**src/rtl/daq_pkg.sv**
```systemverilog
// daq_pkg: framing constants and FSM states shared by the event saver and streamer.
package daq_pkg;
  localparam int WORDS_PER_EVENT = 16;
  localparam logic [15:0] HDR_TAG = 16'hE7E7;
  typedef enum logic [2:0] {IDLE, HDR, RD, LAT, HI, LO} streamer_state_t;
endpackage

```
**src/rtl/event_streamer.sv**
```systemverilog
// event_streamer: drains whole events from a non-FWFT FIFO as a framed 32-bit valid/ready stream.
module event_streamer #(
  parameter int WORDS_PER_EVENT = daq_pkg::WORDS_PER_EVENT,
  parameter logic [15:0] HDR_TAG = daq_pkg::HDR_TAG
) (
  input  logic        clk,
  input  logic        rst,
  input  logic        enable_i,
  input  logic [63:0] dout_i,
  input  logic        empty_i,
  output logic        rd_en_o,
  output logic [31:0] m_data_o,
  output logic        m_valid_o,
  input  logic        m_ready_i,
  output logic        m_first_o,
  output logic        m_last_o,
  output logic [15:0] event_cnt_o,
  output logic        busy_o
);
  import daq_pkg::*;
  localparam int IW = WORDS_PER_EVENT > 1 ? $clog2(WORDS_PER_EVENT) : 1;
  streamer_state_t state_q, state_d;
  logic [IW-1:0] idx_q, idx_d;
  logic [63:0] word_q, word_d;
  logic [15:0] cnt_q, cnt_d;
  logic hs;
  assign m_valid_o = state_q == HDR || state_q == HI || state_q == LO;
  assign m_first_o = state_q == HDR;
  assign m_last_o = state_q == LO && idx_q == IW'(WORDS_PER_EVENT - 1);
  assign rd_en_o = state_q == RD && !empty_i;
  assign busy_o = state_q != IDLE;
  assign event_cnt_o = cnt_q;
  assign hs = m_valid_o && m_ready_i;
  // Beat data is decoded from state so it holds naturally while stalled.
  assign m_data_o = state_q == HDR ? {HDR_TAG, cnt_q} :
                    state_q == HI  ? word_q[63:32] :
                    state_q == LO  ? word_q[31:0] : '0;
  always_comb begin
    state_d = state_q;
    idx_d = idx_q;
    word_d = word_q;
    cnt_d = cnt_q;
    case (state_q)
      IDLE: state_d = enable_i && !empty_i ? HDR : IDLE;
      HDR: begin
        idx_d = hs ? '0 : idx_q;
        state_d = hs ? RD : HDR;
      end
      RD: state_d = empty_i ? RD : LAT;
      LAT: begin
        word_d = dout_i;
        state_d = HI;
      end
      HI: state_d = hs ? LO : HI;
      LO: if (hs) begin
        cnt_d = m_last_o ? cnt_q + 16'd1 : cnt_q;
        idx_d = m_last_o ? idx_q : idx_q + 1'b1;
        state_d = m_last_o ? IDLE : RD;
      end
      default: state_d = IDLE;
    endcase
  end
  always_ff @(posedge clk) begin
    if (!rst) begin
      state_q <= IDLE;
      idx_q <= '0;
      word_q <= '0;
      cnt_q <= '0;
    end else begin
      state_q <= state_d;
      idx_q <= idx_d;
      word_q <= word_d;
      cnt_q <= cnt_d;
    end
  end
endmodule

```
**config.mk**
```make
export PLATFORM = sky130hd
export DESIGN_NAME = event_streamer
export DESIGN_NICKNAME = d
export VERILOG_FILES = /design/src/rtl/daq_pkg.sv /design/src/rtl/event_streamer.sv
export SDC_FILE = /design/constraint.sdc
export NUM_CORES = 1
export LEC_CHECK = 0
export ABC_AREA = 0
export BUFFER_PORTS_ARGS = -buffer_cell sky130_fd_sc_hd__buf_2
export CAP_MARGIN = 20
export CORE_UTILIZATION = 45
export CTS_BUF_LIST = sky130_fd_sc_hd__clkbuf_8
export DETAILED_ROUTE_END_ITERATION = 8
export HOLD_SLACK_MARGIN = 0.15
export PLACE_DENSITY = 0.72
export RECOVER_POWER = 100
export SLEW_MARGIN = 20
export SYNTH_ARGS = -nofsm -noshare
export SYNTH_HDL_FRONTEND = slang
export SYNTH_SLANG_ARGS = --single-unit
```
**constraint.sdc**
```tcl
create_clock -name clk -period 2.1 [get_ports clk]
set_clock_uncertainty 0.2 [all_clocks]
set_input_delay 0.42 -clock clk [delete_from_list [all_inputs] [get_ports clk]]
set_output_delay 0.42 -clock clk [all_outputs]
set_load 0.01 [all_outputs]
```
== Word-level counts from Yosys, hierarchy flattened ==
Index checks and enable logic that the tools add are counted.
Operators by class
  add/subtract/negate cells: 2
  eq/ne operators: 9
  muxes and demuxes: 14
  reduce and logical (&&, ||, !) cells: 12
Operators by type and width (count)
  32-bit 2-to-1 mux: 3
  3-bit case mux with 6 select lines: 1
  16-bit by 1-bit adder with 16-bit output (second input constant): 1
  4-bit 2-to-1 mux: 3
  4-bit case mux with 2 select lines: 1
  3-bit by 2-bit equality test with 1-bit output (second input constant): 2
  3-bit equality test (second input constant): 2
  4-bit by 1-bit adder with 4-bit output (second input constant): 1
  4-bit equality test (second input constant): 1
  1-bit logical AND: 4
  2-bit 2-to-1 mux: 2
  2-bit != test (second input constant): 2
  4-bit AND reduction: 1
  3-bit by 1-bit equality test with 1-bit output (second input constant): 1
  3-bit logical NOT: 1
  1-bit 2-to-1 mux: 3
  3-bit 2-to-1 mux: 1
  3-bit AND reduction: 1
  3-bit nonzero test: 1
  1-bit logical OR: 2
  2-bit by 1-bit != test with 1-bit output (second input constant): 1
  2-bit nonzero test: 1
  1-bit logical NOT: 1
Word-level totals
  register bits after elaboration: 87
  bits of input ports: 69
  output and inout port bits: 53
  word-level logic and storage cells: 41

== Longest topological paths before layout ==
Gate-level depths: netlist of the first run.
  depth in word-level cells: 6
  mapped depth: 8
  depth with buffers taken out: 5

== Worst setup path after synthesis of the first run ==
No wires, ideal clock.
  kind: register -> output
  from: register state_q[0]
  to: output m_data_o[10]
  arrival: 1536 ps
  data required time: 1480 ps
  path slack: -56 ps
  cell stages (with the launch flop): 7
  path buffers: 2
  cells stage by stage: dfxtp_1 -> clkbuf_1 -> buf_2 -> mux2i_1 -> nor2_1 -> a21oi_1 -> nor2_1
On the way
  word-level cells in the longest chain between the ends: 4
  elaborated cells between the ends (all ways): 6
  those cells by class: eq/ne (3); mux (3)
RTL lines
  start, declared: line event_streamer.sv:22  | streamer_state_t state_q, state_d;
  start signal, assigned: line event_streamer.sv:70  | state_q <= state_d;
  3-bit equality test: line event_streamer.sv:37  | state_q == LO ? word_q[31:0] : '0;
  32-bit 2-to-1 mux: line event_streamer.sv:37
  32-bit 2-to-1 mux: line event_streamer.sv:36  | state_q == HI ? word_q[63:32] :
  32-bit 2-to-1 mux *: line event_streamer.sv:35  | assign m_data_o = state_q == HDR ? {HDR_TAG, cnt_q} :
  end, declared: line event_streamer.sv:12  | output logic [31:0] m_data_o,
Mark *: on every way between the ends. The rest lies on a longest branch, timed or not.

== Final worst setup path of the first run ==
  from: register state_q[0]
  to: output m_data_o[12]
Same word-level chain as after synthesis.

==> impl_metrics.csv, run 1 <==
group,metric,value,unit
clocking,root_buffer,"clkbuf_8",
setup_path,worstPathMaxFanout,7,
placed_design,io_buffers,121,
setup_path,slowest_delay,0.45,ns
logic_synthesis,synth_top_area_frac,0.441,
drt,via_per_inst,5.41,
power,p_leak,2.30,nW
sta,layout_setup_ws,-0.111,ns
drt,routed_wl,13.0,mm
power,ir_drop,0.313,mV
drt,drc,0,
die,ios,122,
clocking,clock-sinks,87,
finish,num_antenna_cells,0,
logic_synthesis,ys_types,34,
finish,drive_above_1_share,0.258,
grt,overflow,0,
grt,grt_start_max_net_pins,44,
logic_synthesis,synth-edff-count,0,
clocking,cts_tree,"yes",
logic_synthesis,syn-cell-area,3950,um^2
setup_path,end_kind,"output port",
drt,drtPass1Iterations,5,
power,finalPower,3.43,mW
grt,grt_antenna_before_repair,0,
sta,period_needed,2.21,ns
setup_path,crit_path_start_kind,"flip-flop",
clocking,cts.path.max_buffers,2,
logic_synthesis,post-synth-top-count-cell,"nand2_1",
die,die_h,95.7,um
grt,grt_use_total,0.281,
setup_path,r2r-end,"event_cnt_o[15]",
logic_synthesis,synth_fp_nets,607,
sta,setup_tns,-1.44,ns
logic_synthesis,synthArstFlopShare,0,
setup_path,crit_slowest_cell,"dfxtp_4",
hold_path,hold_end,"word_q[1]",
logic_synthesis,avgSynthCellArea,7.37,um^2
die,die_x,95.7,um
setup_path,crit_path_cell_trace,"buf_12, mux2i_4, nor2_1, a21oi_1, nor2_1, buf_2",
logic_synthesis,ys_ff_latch,87,
logic_synthesis,seq_area_frac_synth,0.441,
hold_path,hold_class,"reg -> reg",
finish,syn2layout_area_growth,51.0,%
drt,vias,4555,
grt,grt_pass1_wl,19.7,mm
logic_synthesis,synth_ff_type,"dfxtp_1",
setup_path,reg2reg_from,"state_q[0]",
sta,fmax,0.452,GHz
sta,min_period_over_period,1.05,
die,core,8340,um^2
sta,hold_ws,0.259,ns
setup_path,crit_required,1.48,ns
power,power.density,574,nW/um^2
grt,grt_pass1_vias,4246,
setup_path,crit_top_cell,"nor2_1",
hold_path,hold_start,"word_q[1]",
setup_path,arrival,1.59,ns
setup_path,ff2ff_setup_slack,0.05,ns
finish,layout.nets,803,
placed_design,gp_congestion,0.830,
setup_path,cp-startpoint,"state_q[0]",
sta,slew_viol_final,0,
logic_synthesis,synth_commonest_cells,"149 x nand2_1, 106 x a21oi_1, 87 x dfxtp_1",
clocking,cts-buffers-inserted,9,
status,violations,"setup timing",
sta,tightest_slew,0.490,ns
die,dieArea,9150,um^2
drt,drt-wirelength-per-cell,15.4,um
clocking,clk_pin_slew,0.09,ns
sta,setup_viol,32,
logic_synthesis,synth_top_cell_by_area,"dfxtp_1",
hold_path,min_path_cells,2,
sta,hold_viol,0,
clocking,insertion_delay,0.35,ns
drt,drt_iter0_markers,303,
logic_synthesis,netlist_instances,536,
run,drv_cap,0,
die,rows,33,
sta,rsz0062_at_grt,"yes",
setup_path,path_buf_inv,2,
setup_path,crit_family,"flip-flops",
die,start_util,0.473,
setup_path,crit_type,"reg -> out",
logic_synthesis,ys_warn_count,0,
sta,max-slew-margin-rel,0.673,
placed_design,dpl.hpwl,7.96,mm
setup_path,r2r_cells,5,
status,status,"finished with violations",
drt,ant_nets,0,
clocking,htreeDepth,3,
logic_synthesis,synthTopCellsByArea,"dfxtp_1 44%, nand2_1 14%, a21oi_1 13%",
==> kinds of logic after synthesis <==
logic type	Yosys count	synth area share
and+or+nand+nor	242	0.266
DFF	87	0.441
AOI/OAI and AO/OA	131	0.169
muxes	21	0.0532
xor gates and xnor gates	10	0.0222
adders and majority gates	2	0.00634
buffers and inverters	43	0.0421
==> worst max path at each step <==
| stage | end | slack, ns | depth (start not counted) |
|---|---|---|---|
| finish | m_data_o[12] | -0.11 | 6 |
| global route | m_data_o[13] | -0.22 | 6 |
| CTS | m_data_o[5] | -0.10 | 6 |
| detailed placement | event_cnt_o[15] | -0.002 | 5 |
| global placement | event_cnt_o[15] | 0.04 | 5 |
| floorplan | event_cnt_o[15] | 0.002 | 6 |
==> repair_timing <==
action / in CTS / in global routing
pin swaps: 2 / 5
endpoints found under the setup margin: 34 / 40
hold buffers: 65 / 0
endpoints found under the hold margin: 65 / 0
buffers inserted: 4 / 3
gates cloned: 2 / 2
gates resized for setup: 26 / 24
==> layout make-up <==
class                      count  area (um^2)
inverter                       6         22.5
clock inverter                 5         57.6
clock buffer                  11          151
sequential                    87         1750
multi-input combinational    406         2190
tap                          105          131
timing repair buffer         222         1660
fill                         656         2380
==> power breakdown <==
part / switching, mW / internal [mW] / leakage (nW) / total, mW
sequential: 0.0201 / 1.67 / 0.703 / 1.69
clock: 0.605 / 0.613 / 0.103 / 1.22
combinational: 0.237 / 0.281 / 1.50 / 0.518
==> state kept, by name (all words and copies together) (netlist names) <==
name         flops
state_q          3
idx_q            4
word_q          64
event_cnt_o     16
==> cell usage in the layout (no fill, tap or decap), types with 5 or more instances in the layout <==
cell,Yosys,layout
buf_12,0,8
nand2_1,149,147
dfxtp_1,87,83
buf_4,0,16
clkbuf_8,0,11
xnor2_1,7,7
nand4_1,5,5
o21ai_0,21,20
buf_2,4,109
nor2_1,51,48
a21oi_1,106,99
dlygate4sd3_1,0,65
clkbuf_1,27,16
or3_1,8,8
mux2i_1,21,13
a21oi_2,0,7
inv_1,5,5
nand3_1,6,6
==> metrics by stage <==
stage | std cells | instance area, um^2 | setup WS (ns) | util
after detailed placement | 751 | 4830 | -0.00179 | 0.579
after global placement | 751 | 4830 | 0.0362 | 0.579
after global routing | 842 | 5960 | -0.225 | 0.715
after floorplan | 536 | 3960 | 0.00200 | -
after CTS | 838 | 5860 | -0.101 | 0.703
final | 842 | 5960 | -0.111 | 0.715
==> routing by layer <==
layer	track usage	share of wire
met1	0.350	0.42
met2	0.470	0.50
met3	0.0439	0.054
met4	0.139	0.031
met5	0	0
==> worst register-to-register path, stage by stage, from the launching register on <==
cell	delay, ns
dfxtp_4	0.45
buf_4	0.15
nand3b_4	0.08
or4_4	0.56
or4_1	0.41
a21oi_1	0.14
(Power assumes the default switching activity.)
==> run 2, diff against run 1 <==
CORE_UTILIZATION = 48   (was 45)
PLACE_DENSITY = 0.77   (was 0.72)
SLEW_MARGIN = default   (was 20)
==> run 2 against run 1 <==
Net effect: routed wire length increased by 3.9%; global-route usage rose by 2.5 points; sequential share of layout area is 0.054 points higher; highest routed layer unchanged; the run still ends with setup timing left.
==> impl_metrics.csv, run 2 (same netlist as run 1, synthesis figures left out) <==
group,metric,value,unit
status,status,"finished with violations",
status,violations,"setup timing",
finish,fill_cells,579,
setup_path,slowest_delay,0.44,ns
drt,routed_wl,13.5,mm
clocking,clk_pin_slew,0.09,ns
sta,hold_ws,0.255,ns
die,dieArea,8590,um^2
drt,drt_iter0_markers,315,
setup_path,crit_slowest_cell,"dfxtp_4",
placed_design,place_area,4770,um^2
clocking,insertion_delay,0.35,ns
finish,layout.nets,803,
finish,syn2layout_area_growth,51.0,%
grt,overflow,0,
clocking,cts-buffers-inserted,9,
power,ir_drop,0.367,mV
sta,fmax,0.449,GHz
placed_design,dpl.hpwl,7.51,mm
clocking,htreeDepth,3,
grt,grt_use_total,0.306,
die,die_x,92.7,um
placed_design,gp_congestion,0.814,
power,power.density,579,nW/um^2
setup_path,crit_path_cell_trace,"buf_12, mux2i_2, nor2_1, a21oi_2, nor2_1, buf_2",
drt,via_per_inst,5.55,
setup_path,crit_required,1.48,ns
grt,grt_pass1_wl,20.5,mm
drt,drt-wirelength-per-cell,16.1,um
finish,drive_above_1_share,0.262,
sta,tightest_slew,0.821,ns
die,rows,32,
setup_path,end_kind,"output port",
hold_path,hold_class,"reg -> reg",
finish,num_antenna_cells,0,
die,start_util,0.503,
drt,vias,4654,
drt,drtPass1Iterations,5,
finish,max_flop_register,"word_q",
finish,final_cell_mix,"147 x nand2_1, 109 x buf_2, 93 x a21oi_1",
power,finalPower,3.45,mW
run,drv_cap,0,
sta,setup_tns,-2.16,ns
die,core,7850,um^2
clocking,cts_tree,"yes",
setup_path,ff2ff_setup_slack,0.01,ns
finish,design_area,5960,um^2
setup_path,crit_type,"reg -> out",
sta,max-slew-margin-rel,0.453,
grt,grt_antenna_before_repair,0,
power,p_leak,2.32,nW
setup_path,crit_path_start_kind,"flip-flop",
placed_design,pre_cts_slack,-0.0217,ns
sta,layout_setup_ws,-0.127,ns
grt,grt_start_max_net_pins,53,
sta,setup_viol,32,
grt,grt_pass1_vias,4498,
finish,final_common_cell,"nand2_1",
setup_path,worstPathMaxFanout,7,
sta,hold_viol,0,
die,die_h,92.7,um
finish,largest_reg_flops,64,
clocking,root_buffer,"clkbuf_8",
drt,drc,0,
sta,period_needed,2.23,ns
sta,rsz0062_at_grt,"yes",
setup_path,crit_top_cell,"nor2_1",
die,ios,122,
clocking,clock-sinks,87,
sta,min_period_over_period,1.06,
clocking,cts.path.max_buffers,2,
setup_path,arrival,1.61,ns
sta,slew_viol_final,0,
drt,ant_nets,0,
placed_design,io_buffers,121,
[run 2: layer usage]
layer	wire, um	GRT usage	part of all wire
met1	5320	0.358	0.39
met2	6660	0.525	0.49
met3	1040	0.0534	0.077
met4	490	0.174	0.036
met5	0	0	0
[run 2: final cells by class]
type | instances | area [um^2] | share of cell area
multi-input combinational | 406 | 2190 | 0.367
sequential | 87 | 1750 | 0.294
timing repair buffer | 222 | 1660 | 0.279
tap | 102 | 128 | 0.0214
clock buffer | 9 | 124 | 0.0208
clock inverter | 7 | 82.6 | 0.0139
inverter | 6 | 22.5 | 0.00378
[run 2: worst max-delay path: cells and delay by family, from the launching register on]
family                 cells  cell delay [ns]
AND/OR/NAND/NOR            2             0.16
buffers and inverters      2             0.29
AO/OA/AOI/OAI              1             0.13
multiplexers               1             0.23
flip-flops                 1             0.44
[run 2: final timing paths]
check	from	endpoint	cells past startpoint
setup reg to reg	event_cnt_o[1]	event_cnt_o[15]	4
setup / recovery	state_q[0]	m_data_o[14]	6
hold reg to reg	word_q[24]	word_q[24]	2
hold / removal	word_q[24]	word_q[24]	2
[run 2: what timing repair did]
item | 4_1_cts | 5_1_grt
pin swaps | 0 | 12
hold buffers | 65 | 0
buffers inserted | 3 | 4
hold endpoints to repair | 65 | 0
endpoints found under the setup margin | 36 | 35
cloned | 3 | 2
resized for setup | 31 | 28
[run 2: through the flow]
step	utilization	std cells
2_1_floorplan	-	536
3_3_place_gp	0.608	746
3_5_place_dp	0.608	746
4_1_cts	0.739	833
5_1_grt	0.760	839
6_report	0.760	839
[run 2: report_power, final]
part           total, mW  switching (mW)  internal [mW]
sequential          1.69          0.0198           1.67
clock               1.24           0.583          0.654
combinational      0.526           0.245          0.281
